[src/rtl/xoodyak_pkg.sv]
// Shared constants, state encoding and op legality helpers for the Xoodyak
// command sequencer.
package xoodyak_pkg;

    localparam int XD_DATA_W = 352;
    localparam int CONT_BIT  = 4;
    localparam int OP_W      = 5;
    localparam int ENTRY_W   = OP_W + XD_DATA_W;

    localparam logic [3:0] OP_IDLE       = 4'd0;
    localparam logic [3:0] OP_INITIALIZE = 4'd1;
    localparam logic [3:0] OP_NONCE      = 4'd2;
    localparam logic [3:0] OP_ASSOC      = 4'd3;
    localparam logic [3:0] OP_CRYPT      = 4'd4;
    localparam logic [3:0] OP_DECRYPT    = 4'd5;
    localparam logic [3:0] OP_SQUEEZE    = 4'd6;
    localparam logic [3:0] OP_RATCHET    = 4'd7;

    typedef enum logic [1:0] {
        ST_IDLE  = 2'd0,
        ST_ISSUE = 2'd1,
        ST_WAIT  = 2'd2,
        ST_GAP   = 2'd3
    } seq_state_e;

    // Ops that only make sense once the core has been initialized.
    function automatic logic op_needs_key(input logic [3:0] code);
        return (code == OP_NONCE) || (code == OP_CRYPT) ||
               (code == OP_DECRYPT) || (code == OP_RATCHET);
    endfunction

    function automatic logic op_legal(input logic [3:0] code, input logic keyed);
        if (code > OP_RATCHET) return 1'b0;
        if (op_needs_key(code) && !keyed) return 1'b0;
        return 1'b1;
    endfunction

endpackage

[src/rtl/xoodyak_cmd_fifo.sv]
// Synchronous command FIFO; push is ignored when full and pop when empty.
module xoodyak_cmd_fifo
    import xoodyak_pkg::*;
#(
    parameter int DEPTH = 4,
    parameter int W     = ENTRY_W
) (
    input  logic                     clk,
    input  logic                     reset,
    input  logic                     push,
    input  logic                     pop,
    input  logic [W-1:0]             wdata,
    output logic [W-1:0]             rdata,
    output logic                     full,
    output logic                     empty,
    output logic [$clog2(DEPTH):0]   level
);

    localparam int AW = $clog2(DEPTH);
    localparam int LW = AW + 1;

    logic [W-1:0]  mem [DEPTH];
    logic [AW-1:0] wr_ptr;
    logic [AW-1:0] rd_ptr;
    logic [LW-1:0] count;
    logic          do_push;
    logic          do_pop;

    assign full    = (count == LW'(DEPTH));
    assign empty   = (count == '0);
    assign level   = count;
    assign rdata   = mem[rd_ptr];
    assign do_push = push && !full;
    assign do_pop  = pop && !empty;

    always_ff @(posedge clk) begin
        if (do_push) begin
            mem[wr_ptr] <= wdata;
        end
    end

    // Pointers are AW bits wide, so wrap modulo DEPTH comes for free.
    always_ff @(posedge clk) begin
        if (reset) begin
            wr_ptr <= '0;
            rd_ptr <= '0;
            count  <= '0;
        end else begin
            if (do_push) wr_ptr <= wr_ptr + AW'(1);
            if (do_pop)  rd_ptr <= rd_ptr + AW'(1);
            case ({do_push, do_pop})
                2'b10:   count <= count + LW'(1);
                2'b01:   count <= count - LW'(1);
                default: count <= count;
            endcase
        end
    end

endmodule

[src/rtl/xoodyak_cmd_seq.sv]
// Buffers Xoodyak operations and issues them one at a time to the core,
// holding opmode/input_data until finished, with timeout and ordering guards.
module xoodyak_cmd_seq
    import xoodyak_pkg::*;
#(
    parameter int DEPTH   = 4,
    parameter int TIMEOUT = 64
) (
    input  logic                   eph1,
    input  logic                   reset,
    input  logic                   cmd_valid,
    output logic                   cmd_ready,
    input  logic [OP_W-1:0]        cmd_op,
    input  logic [XD_DATA_W-1:0]   cmd_data,
    output logic [OP_W-1:0]        opmode,
    output logic [XD_DATA_W-1:0]   input_data,
    input  logic                   finished,
    output logic                   busy,
    output logic                   err_timeout,
    output logic                   err_illegal,
    output logic [$clog2(DEPTH):0] level,
    output seq_state_e             dbg_state
);

    localparam int CW = $clog2(TIMEOUT) + 1;

    // Handshake: a command transfers on any edge where cmd_valid && cmd_ready.
    // cmd_ready is simply !full; a same-cycle pop does not open a slot.
    logic                 fifo_full;
    logic                 fifo_empty;
    logic                 fifo_pop;
    logic [ENTRY_W-1:0]   fifo_rdata;
    logic [OP_W-1:0]      head_op;
    logic [XD_DATA_W-1:0] head_data;

    assign cmd_ready = !fifo_full;
    assign head_op   = fifo_rdata[ENTRY_W-1 -: OP_W];
    assign head_data = fifo_rdata[XD_DATA_W-1:0];

    xoodyak_cmd_fifo #(
        .DEPTH (DEPTH),
        .W     (ENTRY_W)
    ) u_fifo (
        .clk   (eph1),
        .reset (reset),
        .push  (cmd_valid && cmd_ready),
        .pop   (fifo_pop),
        .wdata ({cmd_op, cmd_data}),
        .rdata (fifo_rdata),
        .full  (fifo_full),
        .empty (fifo_empty),
        .level (level)
    );

    seq_state_e           state, state_n;
    logic [OP_W-1:0]      opmode_n;
    logic [XD_DATA_W-1:0] input_data_n;
    logic                 keyed, keyed_n;
    logic [CW-1:0]        cnt, cnt_n;
    logic                 err_timeout_n;
    logic                 err_illegal_n;

    always_ff @(posedge eph1) begin
        if (reset) begin
            state       <= ST_IDLE;
            opmode      <= '0;
            input_data  <= '0;
            keyed       <= 1'b0;
            cnt         <= '0;
            err_timeout <= 1'b0;
            err_illegal <= 1'b0;
        end else begin
            state       <= state_n;
            opmode      <= opmode_n;
            input_data  <= input_data_n;
            keyed       <= keyed_n;
            cnt         <= cnt_n;
            err_timeout <= err_timeout_n;
            err_illegal <= err_illegal_n;
        end
    end

    always_comb begin
        state_n       = state;
        opmode_n      = opmode;
        input_data_n  = input_data;
        keyed_n       = keyed;
        cnt_n         = cnt;
        err_timeout_n = err_timeout;
        err_illegal_n = 1'b0;
        fifo_pop      = 1'b0;

        case (state)
            ST_IDLE: begin
                if (!fifo_empty) begin
                    fifo_pop = 1'b1;
                    // Op 0 is a silent no-op regardless of the continue bit.
                    if (head_op[3:0] == OP_IDLE) begin
                        state_n = ST_IDLE;
                    end else if (op_legal(head_op[3:0], keyed)) begin
                        opmode_n     = head_op;
                        input_data_n = head_data;
                        state_n      = ST_ISSUE;
                        if (head_op[3:0] == OP_INITIALIZE) keyed_n = 1'b1;
                    end else begin
                        err_illegal_n = 1'b1;
                    end
                end
            end
            ST_ISSUE: begin
                cnt_n   = '0;
                state_n = ST_WAIT;
            end
            ST_WAIT: begin
                cnt_n = cnt + CW'(1);
                // finished takes priority over a coincident timeout.
                if (finished) begin
                    opmode_n     = '0;
                    input_data_n = '0;
                    state_n      = ST_GAP;
                end else if (cnt == CW'(TIMEOUT - 1)) begin
                    err_timeout_n = 1'b1;
                    opmode_n      = '0;
                    input_data_n  = '0;
                    state_n       = ST_GAP;
                end
            end
            ST_GAP: begin
                state_n = ST_IDLE;
            end
            default: begin
                state_n = ST_IDLE;
            end
        endcase
    end

    assign busy      = (state == ST_ISSUE) || (state == ST_WAIT);
    assign dbg_state = state;

endmodule

[config.mk]
export PLATFORM = sky130hd
export DESIGN_NAME = xoodyak_cmd_seq
export DESIGN_NICKNAME = d
export VERILOG_FILES = /design/src/rtl/xoodyak_pkg.sv /design/src/rtl/xoodyak_cmd_fifo.sv /design/src/rtl/xoodyak_cmd_seq.sv
export SDC_FILE = /design/constraint.sdc
export NUM_CORES = 2
export LEC_CHECK = 0
export ABC_AREA = 1
export CORE_UTILIZATION = 50
export DETAILED_ROUTE_END_ITERATION = 6
export PLACE_DENSITY = 0.71
export SLEW_MARGIN = 5
export SYNTH_ARGS = -nofsm -noshare
export SYNTH_HDL_FRONTEND = slang
export SYNTH_SLANG_ARGS = --single-unit
[constraint.sdc]
create_clock -name eph1 -period 18.7 [get_ports eph1]
set_clock_uncertainty 0.15 [all_clocks]
set_input_delay 3.74 -clock eph1 [delete_from_list [all_inputs] [get_ports eph1]]
set_output_delay 3.74 -clock eph1 [all_outputs]
set_load 0.01 [all_outputs]
==> flow_summary.yaml <==
yosys:
  synth_top_area_share_pct: 61.6
  ys_async_sr_fraction_pct: 0
  yosys_warnings: 0
  synth.most_common_cell: "edfxtp_1"
  synth_compound_area_share_pct: 11.0
  synth.area.top_cells: "edfxtp_1 62%, dfxtp_1 11%, nor2_1 5.8%"
  seq_area_frac_synth_pct: 72.4
  synth_common_cells: "1,428 x edfxtp_1, 1,080 x nor2_1, 762 x nand2_1"
  synth_edf_count: 1428
  ys.flop_type: "edfxtp_1"
  yosysTopAreaCell: "edfxtp_1"
  synth.ff_latch_count: 1806
  synth_area_um2: 69600
  ys_types: 27
  synth_top_family_by_area: "simple AND/OR/NAND/NOR gates"
  synth-xor-area-share_pct: 0
  synthCells: 5993
  synth-simple-area-share_pct: 13.1
  syn_nets: 6364
  synthMuxAreaShare_pct: 0
  synth_adder_area_share_pct: 0.190
  syn_avg_cell_area_um2: 11.6
pwr:
  leakage_uw: 0.0292
  switchingPower_uw: 4480
  peakVddDrop_v: 0.000131
  power_density_nw_per_um2: 157
  p_clk_share_pct: 26.8
  power.share.switching_pct: 34.1
  pwr-share-seq_pct: 41.2
  total_power_uw: 13200
  p_int_uw: 8670
  combPwrFrac_pct: 32.0
timing:
  finalHoldViolations: 0
  max_slew_margin_pct: 14.0
  maxSlewViolCount: 0
  min_period_ns: 7.71
  tightest_slew_ns: 1.29
  period_share_pct: 41.2
  rsz0062_at_grt: "no"
  setup_viol: 0
  fmax_ghz: 0.130
finish:
  drive_gt1_share_pct: 5.72
  final_util_pct: 60.6
  layout.nets: 6857
  area_growth_pct: 19.9
  fill_cells: 10800
min_path:
  min_from: "opmode[3]"
  holdPathStages: 2
  min_path_type: "flop to flop"
  min_to: "opmode[3]"
clocking:
  cts_buffers: 178
  cts.path.max_buffers: 3
  post_cts_buffers: 0
  clkLatencyLatePin_ns: 0.79
  cts_tree: "done"
  clock-root-buffer: "clkbuf_16"
  ctsResizeCount: 0
  clkSlewWorstSetupHoldPaths_ns: 0.06
  cts_sinks: 1806
  ctsHoldBuffers: 0
  htreeDepth: 4
critical_path:
  reg2reg_depth: 14
  rr_endpoint: "input_data[318]"
  r2r_setup_slack_ns: 11.82
  startpoint_type: "primary input"
  cp.required_ns: 18.93
  crit_fanout: 61
  critPathKind: "primary input to flop"
  endpoint_kind: "flop"
  arrival_ns: 7.94
floorplan:
  coreArea_um2: 138000
  pin_count: 727
  die_w_um: 375
  rows: 136
  dieArea_um2: 141000
  start_util_pct: 50.5
  die_height_um: 375
place:
  dp_hpwl_um: 101000
  place.port_buffers: 726
  globalplace.congestion: 0.813
route:
  drt-initial-drc-count: 4562
  vias: 48300
  drc: 0
  viasPerCell: 5.69
  post_drt_wl_per_cell_um: 21.2
  postRouteAntennaNets: 0
  drtPass1Iterations: 6
  wl_um: 180000
job:
  drv_cap: 0
status:
  outcome: "finished, final reports clean"
global_route:
  grt_pass1_vias: 45500
  grt_max_degree: 222
  grt_use_total_pct: 24.8
  antenna_found_initial: 63
  overflow: 0
  grt_pass1_wl_um: 272000
[metrics by stage]
stage / cell area [um^2] / setup TNS [ns] / worst slack (ns) / instances / hold WS [ns]
after floorplan: 69600 / -1755.88 / -1.23 / 5993 / 0.280
after global placement: 77600 / 0 / 10.19 / 8100 / 0.278
after detailed placement: 77600 / 0 / 10.19 / 8100 / 0.280
after CTS: 83400 / 0 / 11.02 / 8435 / 0.290
after global routing: 83500 / 0 / 10.82 / 8467 / 0.333
final: 83500 / 0 / 10.99 / 8477 / 0.298
[layout make-up]
class	instances	area [um^2]	area share, %
Antenna cell	42	105	0.126
Clock buffer	257	5140	6.15
Clock inverter	78	674	0.807
Inverter	28	135	0.162
Multi-Input combinational cell	3685	16900	20.3
Sequential cell	1806	50500	60.4
Tap cell	1794	2240	2.69
Timing Repair Buffer	787	7840	9.38
[state kept, by name, summed over array words and instances (netlist names), named ones only]
name,cells
err_timeout,1
keyed,1
cnt,7
u_fifo.rd_ptr,2
opmode,5
input_data,352
dbg_state,2
u_fifo.wr_ptr,2
u_fifo.mem,1428
err_illegal,1
u_fifo.level,3
[how the worst max path moves through the flow]
stage	startpoint	endpoint	slack (ns)
5_1_grt	cmd_valid	u_fifo.mem[1][310]	10.82
4_1_cts	cmd_valid	u_fifo.mem[1][310]	11.02
6_report	cmd_valid	u_fifo.mem[1][307]	10.99
2_1_floorplan	cmd_valid	u_fifo.mem[0][0]	-1.23
3_5_place_dp	cmd_valid	u_fifo.mem[1][160]	10.19
3_3_place_gp	cmd_valid	u_fifo.mem[1][171]	10.19
[metal layers]
metal	vias to the layer above	track usage, %	wire (um)
met5	-	0	313
met4	50	9.07	5290
met3	305	5.70	14300
met2	1747	40.0	86900
met1	23700	32.9	73300
li1	22400	-	-
[layout by cell type (no fill, tap or decap), types with 2 or more instances in the layout]
| cell type | n |
|---|---|
| clkinv_1 | 24 |
| bufinv_16 | 8 |
| clkinv_2 | 32 |
| inv_1 | 24 |
| nand2_1 | 761 |
| clkdlybuf4s50_1 | 726 |
| clkinv_4 | 2 |
| nor3b_1 | 3 |
| nand3_2 | 39 |
| o22ai_1 | 353 |
| a21oi_1 | 371 |
| clkinvlp_4 | 2 |
| nand3_1 | 335 |
| nor2_4 | 5 |
| nor2_1 | 1076 |
| clkinv_16 | 2 |
| clkbuf_8 | 21 |
| dfxtp_4 | 2 |
| inv_8 | 5 |
| buf_12 | 9 |
| buf_4 | 52 |
| nand2_2 | 2 |
| edfxtp_1 | 1428 |
| clkbuf_1 | 48 |
| clkbuf_16 | 186 |
| inv_16 | 2 |
| inv_6 | 4 |
| nor4_1 | 3 |
| o21ai_0 | 716 |
| diode_2 | 42 |
| clkbuf_4 | 2 |
| nor3_1 | 6 |
| ha_1 | 9 |
| dfxtp_1 | 376 |
[power by group through the flow]
stage                     Combinational, uW  Sequential (uW)  Clock (uW)
after floorplan                        2480             5780           0
after global placement                 4140             5480           0
after detailed placement               4200             5490           0
after CTS                              4220             5420        3570
after global routing                   4650             5480        3720
final                                  4210             5420        3520
[logic make-up after synthesis]
logic type / after synthesis
and+or+nand+nor: 2233
DFF: 1806
AOI/OAI and AO/OA: 1442
buffers and inverters: 502
adders and majority gates: 10
[critical path, cell delays in order]
cell and delay (ns):
clkdlybuf4s50_1 0.46, nand2_1 0.33, nor2_4 0.86, buf_4 0.80, buf_4 0.72, buf_4 0.84
(Power assumes the default switching activity.)
